--- src/rtl/pipe_stage_reg.sv ---
// pipe_stage_reg: reusable pipeline-stage register with valid/ready handshake,
// flush, and separate data/control payloads. Control is zeroed whenever the
// stage holds no valid beat; data keeps its last value.
//
// Build option: define PIPE_STAGE_SKID_EN for a 2-entry skid buffer with a
// registered s_ready (no combinational path from m_ready). Undefined gives a
// single entry with s_ready = ~m_valid | m_ready.
//
// Skid-build states:
//   state | meaning
//   EMPTY | no beat held, s_ready=1
//   ONE   | main entry valid, skid empty, s_ready=1
//   FULL  | main and skid valid, s_ready=0

module pipe_stage_reg #(
  parameter int                 DATA_W   = 32,
  parameter int                 CTRL_W   = 8,
  parameter logic [DATA_W-1:0]  DATA_RST = '0
) (
  input  logic              clk,
  input  logic              rst,
  input  logic              flush,
  input  logic              s_valid,
  output logic              s_ready,
  input  logic [DATA_W-1:0] s_data,
  input  logic [CTRL_W-1:0] s_ctrl,
  output logic              m_valid,
  input  logic              m_ready,
  output logic [DATA_W-1:0] m_data,
  output logic [CTRL_W-1:0] m_ctrl
);

`ifdef PIPE_STAGE_SKID_EN

  typedef enum logic [1:0] {EMPTY, ONE, FULL} state_t;

  state_t            state;
  logic [DATA_W-1:0] skid_data;
  logic [CTRL_W-1:0] skid_ctrl;
  logic              s_ready_q;
  logic              in_xfer;
  logic              out_xfer;

  assign s_ready  = s_ready_q;
  assign in_xfer  = s_valid & s_ready_q;
  assign out_xfer = m_valid & m_ready;

  // Occupancy FSM; main entry drives m_*, skid catches the beat accepted while stalled
  always_ff @(posedge clk or posedge rst) begin
    if (rst) begin
      state     <= EMPTY;
      s_ready_q <= 1'b1;
      m_valid   <= 1'b0;
      m_data    <= DATA_RST;
      m_ctrl    <= '0;
      skid_data <= '0;
      skid_ctrl <= '0;
    end else if (flush) begin
      // Flush wins over any handshake; the offered beat is dropped and data is kept
      state     <= EMPTY;
      s_ready_q <= 1'b1;
      m_valid   <= 1'b0;
      m_ctrl    <= '0;
      skid_ctrl <= '0;
    end else begin
      case (state)
        EMPTY: begin
          if (in_xfer) begin
            m_data  <= s_data;
            m_ctrl  <= s_ctrl;
            m_valid <= 1'b1;
            state   <= ONE;
          end
        end
        ONE: begin
          if (in_xfer && !out_xfer) begin
            skid_data <= s_data;
            skid_ctrl <= s_ctrl;
            s_ready_q <= 1'b0;
            state     <= FULL;
          end else if (in_xfer && out_xfer) begin
            m_data <= s_data;
            m_ctrl <= s_ctrl;
          end else if (out_xfer) begin
            m_valid <= 1'b0;
            m_ctrl  <= '0;
            state   <= EMPTY;
          end
        end
        FULL: begin
          if (out_xfer) begin
            m_data    <= skid_data;
            m_ctrl    <= skid_ctrl;
            skid_ctrl <= '0;
            s_ready_q <= 1'b1;
            state     <= ONE;
          end
        end
        default: begin
          state     <= EMPTY;
          s_ready_q <= 1'b1;
          m_valid   <= 1'b0;
          m_ctrl    <= '0;
        end
      endcase
    end
  end

`else

  // Single entry can take a new beat when empty or when its beat leaves this cycle
  assign s_ready = ~m_valid | m_ready;

  // Single-entry stage register; control clears when the entry empties
  always_ff @(posedge clk or posedge rst) begin
    if (rst) begin
      m_valid <= 1'b0;
      m_data  <= DATA_RST;
      m_ctrl  <= '0;
    end else if (flush) begin
      m_valid <= 1'b0;
      m_ctrl  <= '0;
    end else if (s_valid && s_ready) begin
      m_valid <= 1'b1;
      m_data  <= s_data;
      m_ctrl  <= s_ctrl;
    end else if (m_ready) begin
      m_valid <= 1'b0;
      m_ctrl  <= '0;
    end
  end

`endif

endmodule

--- config.mk ---
export PLATFORM = sky130hd
export DESIGN_NAME = pipe_stage_reg
export DESIGN_NICKNAME = d
export VERILOG_FILES = /design/src/rtl/pipe_stage_reg.sv
export SDC_FILE = /design/constraint.sdc
export NUM_CORES = 1
export LEC_CHECK = 0
export CAP_MARGIN = 10
export CORE_MARGIN = 4
export CORE_UTILIZATION = 40
export CTS_BUF_LIST = sky130_fd_sc_hd__clkbuf_4 sky130_fd_sc_hd__clkbuf_8
export DETAILED_ROUTE_END_ITERATION = 6
export PLACE_DENSITY = 0.82
export SYNTH_ARGS = -nofsm -noshare
export SYNTH_HDL_FRONTEND = slang
export SYNTH_SLANG_ARGS = --single-unit
export TNS_END_PERCENT = 10
--- constraint.sdc ---
create_clock -name clk -period 1.8 [get_ports clk]
set_input_delay 0.36 -clock clk [delete_from_list [all_inputs] [get_ports clk]]
set_output_delay 0.36 -clock clk [all_outputs]
set_load 0.05 [all_outputs]
==> metrics, run 1 <==
routed len/inst=14.26 microns; die height=71.97 microns; iteration-0 DRC count of the detailed router=51; Top Ports=87; max-cap viol count=0; DRC=0; Critical Path, Cell by Cell=clkdlybuf4s50_1 > nor2b_2 > buf_4 > inv_1 > buf_12; Crit Path Max Fanout=2; CTS Buf Count=5; DR WL met3=365 microns; worst skew pair latency=0.28 ns; status=completed; Setup TNS=0 ns; Post-Syn Area per Cell=14.74 sq um; top post-synthesis cells by count=41 x dfrtp_1, 32 x mux2_2, 11 x inv_1; Synth top area share=62.69%; n_diodes=0; area leader, netlist=dfrtp_1; unrepaired setup endpoints after global routing=no; reg-to-reg startpoint=m_valid; fmax=588.7 MHz; worst reg2reg endpoint=m_data[22]; top post-synthesis cells by area=dfrtp_1 63%, mux2_2 22%, o32ai_1 4.3%; Lkg Pwr=1.172 nW; Max H-tree Level=2; Layout Nets=250; worst hold margin=0.5069 ns; Seq/Total Area, Yosys=62.69%; vias in the first global route=1235; Arr. time, crit path=1.34 ns; Design Area, Final=0.002570 sq mm; crit path from=m_ready; critical-path cell with the highest stage delay=clkdlybuf4s50_1; most common cell in the synthesized netlist=dfrtp_1; port bufs=86; total core area=0.003799 sq mm; FFs w/ async S/R, synth=100.0%; Yosys reg bits=41; Overflow after GRT=0; routed wl met2=1829 microns; GPL Wtd Cong=0.7591; R2R setup slack=0.30 ns; highest routed layer=met4; Mapped Area=0.001637 sq mm; Net Count, Synth=156; CP Launch Type=primary input; Gate Count Post-Synth=111; num rows=22; CTS resizes=0; initial antenna violation count=0; Max Slew Vio Count=0; Yosys Warn Count=0; worst-margin pin slew=0.4935 ns; clk root buf=clkbuf_8; cts hold-fix bufs=0; die area=0.005179 sq mm; DIE WIDTH=71.97 microns; CP required=1.44 ns; routed wire length=3608 microns; Rel. slew slack=67.10%; Peak VDD IR=0.5856 mV; Hold/Removal Path Class=primary input to asynchronous set/reset pin; Tcrit/Tclk final=94.36%; dpl hpwl=2821 microns; Critical Path Max Stage Delay=0.44 ns; Setup violations, final=0; Area Overhead vs Synth=57.03%; clock skew=0.003615 ns; Final Hold Fails=0; Post-CTS Setup Repair Bufs=0; number of synthesized flops with an enable pin=0; clk slew on worst S/H paths=0.07 ns; Netlist cell types=13; critical path class=primary input to output pin; via/cell ratio=4.696; Pre-antenna DRT Iters=4; Setup crit end=s_ready; CTS tree=done; Met1 Wirelength=1403 microns; top_reg_cell synth=dfrtp_1; Sink Count=41; first-pass GRT wire length=5878 microns; CP Capture Type=output pin; Initial Util=43.08%; Final ANT Viol Nets=0; via count=1188; largest buffer count on any clock path=2; area post-placement=0.002480 sq mm; largest net degree at the start of global routing=42; Non-Filler Instances=253; R2R cell count=4; dpl cells=246; Cell Pwr Density=1066 mW/mm^2; GRT Total Usage=14.53%; Final Critical Period=1.699 ns; fraction of layout cells with a size suffix above 1=43.41%
## cells in the final DEF (no fill, tap or decap)
master	count
a21o_1	1
buf_12	2
buf_4	46
clkbuf_4	1
clkbuf_8	6
clkdlybuf4s50_1	44
dfrtp_1	41
inv_1	11
mux2_2	32
nand2_1	1
nand2b_1	8
nor2_1	2
nor2b_2	1
nor3b_4	1
o32ai_1	8
## per-stage QoR
step	utilization, %	setup slack (ns)	power, mW
2_1_floorplan	-	0.07324	1.799
3_3_place_gp	65.28	-0.03501	2.161
3_5_place_dp	65.28	-0.07791	2.181
4_1_cts	67.65	0.09332	2.785
5_1_grt	67.65	0.03899	2.882
6_report	67.65	0.1014	2.740
## worst min path at each step
stage                 endpoint  slack [ns]  cells after the start
global route         m_data[5]        0.53                      1
detailed placement   m_data[5]        0.50                      1
floorplan              m_valid        0.49                      2
CTS                  m_data[5]        0.51                      1
finish               m_data[4]        0.51                      3
global placement    m_data[17]        0.49                      1
## final cells by class
type                       count  area (sq um)
clock buffer                   7         90.09
fill                         271          1229
inverter                      11         41.29
multi-input combinational     54         526.8
sequential                    41          1026
tap                           48         60.06
timing repair buffer          92         825.8
## sequential cells by signal, indices dropped and copies added (netlist names)
name,count
m_data,32
m_valid,1
m_ctrl,8
## worst max-delay path: cells and delay by family
kind | cells | cell delay, ns
AND/OR/NAND/NOR | 1 | 0.19
buffers and inverters | 4 | 0.79
## cell families after synthesis
group / share of synthesized area [%]
DFF: 62.69
muxes: 22.02
buffers and inverters: 5.122
and+or+nand+nor: 5.428
AOI/OAI and AO/OA: 4.740
## report_power, final
| part | internal (mW) | total (mW) | switching [mW] |
|---|---|---|---|
| combinational | 0.384 | 1.03 | 0.643 |
| sequential | 1.05 | 1.13 | 0.0702 |
| clock | 0.319 | 0.589 | 0.270 |
## routing by layer
metal	vias to the layer above	global-route usage (%)
li1	570	-
met1	560	16.86
met2	56	25.31
met3	2	5.817
met4	0	3.132
met5	-	0
(Power assumes the default switching activity.)
==> inputs of run 2 (changes only) <==
ABC_AREA = 1   (was unset)
HOLD_SLACK_MARGIN = 0.05   (was unset)
PLACE_DENSITY = 0.8   (was 0.82)
SLEW_MARGIN = 30   (was unset)
==> run 2 against run 1 <==
  * Combinational power shrank 10%
  * Cell count rose by 27%
  * Highest routed layer unchanged
  * Die area up 6.4%
==> metrics, run 2 <==
Clock Power Share=23.0% (+1.5 points); CTS tree=done; Netlist cell types=13 (unchanged); CP Launch Type=primary input; iteration-0 DRC count of the detailed router=80 (+57%); fraction of layout cells with a size suffix above 1=22.51% (-21 points); R2R cell count=4 (unchanged); worst setup margin=0.2402 ns (+0.1387 ns); FFs w/ async S/R, synth=100.0% (unchanged); P_int=1.659 mW (-5.6%); worst-margin pin slew=0.5170 ns (+0.02347 ns); Post-Syn Area per Cell=9.431 sq um (-36%); cts hold-fix bufs=0 (unchanged); Max Slew Vio Count=0 (unchanged); die area=0.005509 sq mm (+6.4%); unrepaired setup endpoints after global routing=no; Cell Pwr Density=999.1 mW/mm^2 (-6.3%); Layout Nets=316 (+26%); Initial Util=42.63% (-0.46 points); Mapped Area=0.001754 sq mm (+7.2%); DR WL met3=453 microns (+24%); first-pass GRT wire length=7389 microns (+26%); via/cell ratio=5.178 (+10%); Net Count, Synth=231 (+48%); status=completed; Yosys reg bits=41 (unchanged); top post-synthesis cells by count=73 x nand2_1, 41 x dfrtp_1, 40 x nand4_1; dpl ws=0.08040 ns (+0.1583 ns); max-cap viol count=0 (unchanged); routed wl met2=2175 microns (+19%); Lkg Pwr=1.363 nW (+16%); Hold/Removal Path Class=primary input to asynchronous set/reset pin; Reg power frac=41.9% (+0.8 points); clk root buf=clkbuf_8; Final Hold Fails=0 (unchanged); highest routed layer=met4; CP Capture Type=output pin; Seq/Total Area, Yosys=58.49% (-4.2 points); critical path class=primary input to output pin; Gate Count Post-Synth=186 (+68%); Largest register FFs=32 (unchanged); DRC=0 (unchanged); most flop-heavy register=m_data; CTS Buf Count=5 (unchanged); initial antenna violation count=0 (unchanged); GRT Total Usage=17.63% (+3.1 points); worst skew pair latency=0.28 ns (about the same); Non-Filler Instances=321 (+27%); Peak VDD IR=0.6328 mV (+8.1%); Final ANT Viol Nets=0 (unchanged); Top Ports=87 (unchanged); Post-CTS Setup Repair Bufs=0 (unchanged); n_diodes=0 (unchanged); R2R setup slack=0.53 ns (+0.23 ns); total core area=0.004115 sq mm (+8.3%); die height=74.22 microns (+3.1%); num rows=23 (+4.5%); number of synthesized flops with an enable pin=0 (unchanged); Synth top area share=58.49% (-4.2 points); Overflow after GRT=0 (unchanged); Arr. time, crit path=1.20 ns (-0.14 ns); Critical Path Max Stage Delay=0.49 ns (+0.05 ns); most common cell in the synthesized netlist=nand2_1; clk slew on worst S/H paths=0.07 ns (about the same); CTS resizes=0 (unchanged); Power Total=2.634 mW (-3.9%); commonest non-fill, non-tap cell in the layout=nand2_1; DIE WIDTH=74.22 microns (+3.1%); routed len/inst=14.39 microns (+0.88%); Area Overhead vs Synth=50.29%; dpl hpwl=3315 microns (+18%); Tcrit/Tclk final=86.66% (-7.7 points); Critical Path, Cell by Cell=clkdlybuf4s50_1 > inv_2 > nand2_4 > buf_12; worst reg2reg endpoint=m_data[17]; routed wire length=4618 microns (+28%); top post-synthesis cells by area=dfrtp_1 58%, nand2_1 16%, nand4_1 14%; dpl cells=314 (+28%); clock skew=0.003361 ns (-0.0002539 ns); vias in the first global route=1584 (+28%); port bufs=86 (unchanged); Sink Count=41 (unchanged); sw frac=37.03% (+1.2 points); fillers=367 (+35%); Max H-tree Level=2 (unchanged); critical-path cell with the highest stage delay=clkdlybuf4s50_1; Final Critical Period=1.560 ns (-0.1387 ns); Setup TNS=0 ns (unchanged); top_reg_cell synth=dfrtp_1; Crit Path Max Fanout=12 (+10); reg-to-reg startpoint=m_valid; Met1 Wirelength=1930 microns (+38%); fmax=641.1 MHz (+8.9%); Switch Pwr=0.9752 mW (-0.79%); Setup violations, final=0 (unchanged); biggest regs=m_data: 32 flops, m_ctrl: 8 flops, m_valid: 1 flops; largest buffer count on any clock path=2 (unchanged); CP required=1.44 ns (about the same); Pre-antenna DRT Iters=5 (+1); combinational share of power=35.1% (-2.4 points); via count=1662 (+40%); GPL Wtd Cong=0.7458 (-1.8%); most frequent cells in the layout=73 x nand2_1, 48 x buf_4, 44 x clkdlybuf4s50_1; area leader, netlist=dfrtp_1; largest net degree at the start of global routing=42 (unchanged); Yosys Warn Count=0 (unchanged); Rel. slew slack=65.41% (-1.7 points)
-- run 2: layer usage --
layer,vias up,track usage (%)
met5,-,0
met4,0,6.324
met3,6,6.081
met2,77,27.26
met1,779,23.18
li1,800,-
-- run 2: how the worst max path moves through the flow --
| stage | slack [ns] | cells after the start | end | from |
|---|---|---|---|---|
| final | 0.24 | 4 | s_ready | m_ready |
| after global routing | 0.20 | 4 | s_ready | m_ready |
| after CTS | 0.24 | 4 | s_ready | m_ready |
| after detailed placement | 0.08 | 6 | m_data[5] | m_ready |
| after global placement | 0.09 | 6 | m_data[1] | m_ready |
| after floorplan | 0.42 | 2 | s_ready | m_valid |
-- run 2: kinds of logic (layout without fill, tap and decap cells) --
| kind of cell | count (synthesis) | after routing | synth area share [%] |
|---|---|---|---|
| buffers and inverters | 20 | 105 | 7.204 |
| AO/OA/AOI/OAI | 1 | 1 | 0.2850 |
| flip-flops | 41 | 41 | 58.49 |
| AND/OR/NAND/NOR | 124 | 124 | 34.02 |
-- run 2: final cells by class --
type	count	area, sq um	share of cell area, %
inverters	4	15.01	0.5695
clock buffers	7	90.09	3.417
flip-flops and latches	41	1026	38.92
well taps	50	62.56	2.373
repair buffers	94	840.8	31.89
multi-input cells	125	601.8	22.83
-- run 2: power by group through the flow --
stage / Clock [mW] / Combinational, mW / Sequential, mW
final: 0.606 / 0.924 / 1.10
after global routing: 0.658 / 0.977 / 1.12
after CTS: 0.621 / 0.934 / 1.10
after detailed placement: 0 / 0.932 / 1.12
after global placement: 0 / 0.921 / 1.12
after floorplan: 0 / 0.182 / 1.52
-- run 2: metrics by stage --
stage | hold slack [ns] | util [%] | area [sq um]
after CTS | 0.4236 | 64.06 | 2636
final | 0.4219 | 64.06 | 2636
after global routing | 0.4286 | 64.06 | 2636
after detailed placement | 0.4619 | 61.87 | 2546
after floorplan | 0.4231 | - | 1754
after global placement | 0.4588 | 61.87 | 2546
-- run 2: worst max-delay path, delay by kind of cell --
kind	cells	cell delay, ns
buffers and inverters	3	0.70
AND/OR/NAND/NOR	1	0.14
==> inputs of run 3 (changes only) <==
CORE_MARGIN = 2   (was 4)
==> run 3 against run 2 <==
  * Sequential power is essentially flat
  * Power decreased by 0.28%
  * Cell count grew 0.62%
  * Combinational power about the same
  * Clock skew about the same
  * Non-clock buffer count fell by 1
  * Fmax grew 2.1%
  * Core utilization decreased by 2.8 points
==> metrics, run 3 (synthesized netlist as in run 2, its figures left out) <==
status=completed; worst-margin pin slew=0.5006 ns (-0.01641 ns); first-pass GRT wire length=7452 microns (+0.85%); Final Hold Fails=0 (unchanged); Sink Count=41 (unchanged); unrepaired setup endpoints after global routing=no; largest net degree at the start of global routing=42 (unchanged); Hold/Removal Path Class=primary input to asynchronous set/reset pin; worst hold margin=0.4103 ns (-0.01157 ns); commonest non-fill, non-tap cell in the layout=nand2_1; Largest register FFs=32 (unchanged); via count=1647 (-0.90%); Setup violations, final=0 (unchanged); cts hold-fix bufs=0 (unchanged); die area=0.004931 sq mm (-10%); Switch Pwr=0.9676 mW (-0.78%); Peak VDD IR=0.4619 mV (-27%); Post-CTS Setup Repair Bufs=0 (unchanged); via/cell ratio=5.099 (-1.5%); GPL Wtd Cong=0.7217 (-3.2%); Critical Path Max Stage Delay=0.49 ns (about the same); Crit Path Max Fanout=7 (-5); dpl hpwl=3168 microns (-4.5%); Final ANT Viol Nets=0 (unchanged); Final Critical Period=1.527 ns (-0.03257 ns); Arr. time, crit path=1.17 ns (-0.03 ns); Max H-tree Level=2 (unchanged); Max Slew Vio Count=0 (unchanged); R2R cell count=4 (unchanged); die height=70.22 microns (-5.4%); biggest regs=m_data: 32 flops, m_ctrl: 8 flops, m_valid: 1 flops; Power Total=2.626 mW (-0.28%); P_int=1.659 mW (about the same); Clock Power Share=22.9% (about the same); total core area=0.004294 sq mm (+4.3%); CP Capture Type=output pin; combinational share of power=35.1% (about the same); Reg area=0.001026 sq mm (unchanged); initial antenna violation count=0 (unchanged); CTS resizes=0 (unchanged); fraction of layout cells with a size suffix above 1=22.51% (unchanged); worst setup margin=0.2727 ns (+0.03257 ns); Reg power frac=42.0% (about the same); port bufs=86 (unchanged); sw frac=36.84% (-0.18 points); Lkg Pwr=1.360 nW (-0.21%); GRT Total Usage=18.66% (+1.0 points); Rel. slew slack=66.50% (+1.1 points); routed wire length=4415 microns (-4.4%); Top delay family on crit path=buffers and inverters; Overflow after GRT=0 (unchanged); CTS tree=done; CTS Buf Count=5 (unchanged); routed len/inst=13.67 microns (-5.0%); dpl ws=0.08573 ns (+0.005333 ns); Layout Nets=315 (-0.32%); CP Launch Type=primary input; area of the multi-input gates=601.8 sq um (unchanged); critical path class=primary input to output pin; Top Ports=87 (unchanged); Critical Path, Cell by Cell=clkdlybuf4s50_1 > inv_2 > nand2_4 > buf_12; n_diodes=0 (unchanged); clock skew=0.003208 ns (-0.0001532 ns); Final Core Density=61.31% (-2.8 points); CP required=1.44 ns (about the same); Tcrit/Tclk final=84.85% (-1.8 points); clk root buf=clkbuf_8; fmax=654.8 MHz (+2.1%); DIE WIDTH=70.22 microns (-5.4%); Worst Path Buf+Inv=3 (unchanged); clk slew on worst S/H paths=0.07 ns (about the same); fillers=366 (-0.27%); max-cap viol count=0 (unchanged); Initial Util=40.85% (-1.8 points); DRC=0 (unchanged); most frequent cells in the layout=73 x nand2_1, 47 x buf_4, 44 x clkdlybuf4s50_1; Setup TNS=0 ns (unchanged); largest buffer count on any clock path=2 (unchanged); most flop-heavy register=m_data; num rows=24 (+4.3%); iteration-0 DRC count of the detailed router=94 (+18%); Area Overhead vs Synth=50.07%; critical-path cell with the highest stage delay=clkdlybuf4s50_1; Pre-antenna DRT Iters=4 (-1); Cell Pwr Density=997.7 mW/mm^2 (-0.14%); vias in the first global route=1597 (+0.82%); worst skew pair latency=0.28 ns (about the same); Crit. path cell count=4 (unchanged)
-- run 3: worst min-delay path, cell delays in order --
cell and delay (ns):
clkdlybuf4s50_1 0.41, clkinv_1 0.07, buf_12 0.22
-- run 3: final cells by class --
type                    count  share of cell area, %
flip-flops and latches     41                  38.97
repair buffers             93                  31.65
multi-input cells         125                  22.86
clock buffers               8                  3.470
well taps                  52                  2.471
inverters                   4                 0.5703
-- run 3: final timing paths --
kind | slack [ns] | start | end
hold / removal | 0.41 | rst | m_data[10]
min in group clk | 0.48 | m_data[30] | m_data[30]
hold reg to reg | 0.48 | m_data[30] | m_data[30]
max in group asynchronous | 1.19 | rst | m_data[4]
setup / recovery | 0.27 | m_ready | s_ready
setup reg to reg | 0.58 | m_valid | m_data[25]
-- run 3: layer usage --
layer / track usage (%) / vias up / share of wire (%)
met2: 29.45 / 63 / 50
met1: 25.21 / 780 / 43
met3: 5.772 / 4 / 6.5
li1: - / 800 / -
met5: 0 / - / 0
met4: 4.487 / 0 / 0.66
-- run 3: power by group through the flow --
stage	Clock, mW	Combinational [mW]	Sequential [mW]
after floorplan	0	0.182	1.52
after global placement	0	0.915	1.12
after detailed placement	0	0.929	1.12
after CTS	0.624	0.932	1.10
after global routing	0.670	0.974	1.12
final	0.601	0.922	1.10
-- run 3: per-stage QoR --
| step | cell area, sq um | instances |
|---|---|---|
| CTS | 2633 | 323 |
| global placement | 2541 | 315 |
| floorplan | 1754 | 186 |
| detailed placement | 2541 | 315 |
| global route | 2633 | 323 |
| finish | 2633 | 323 |
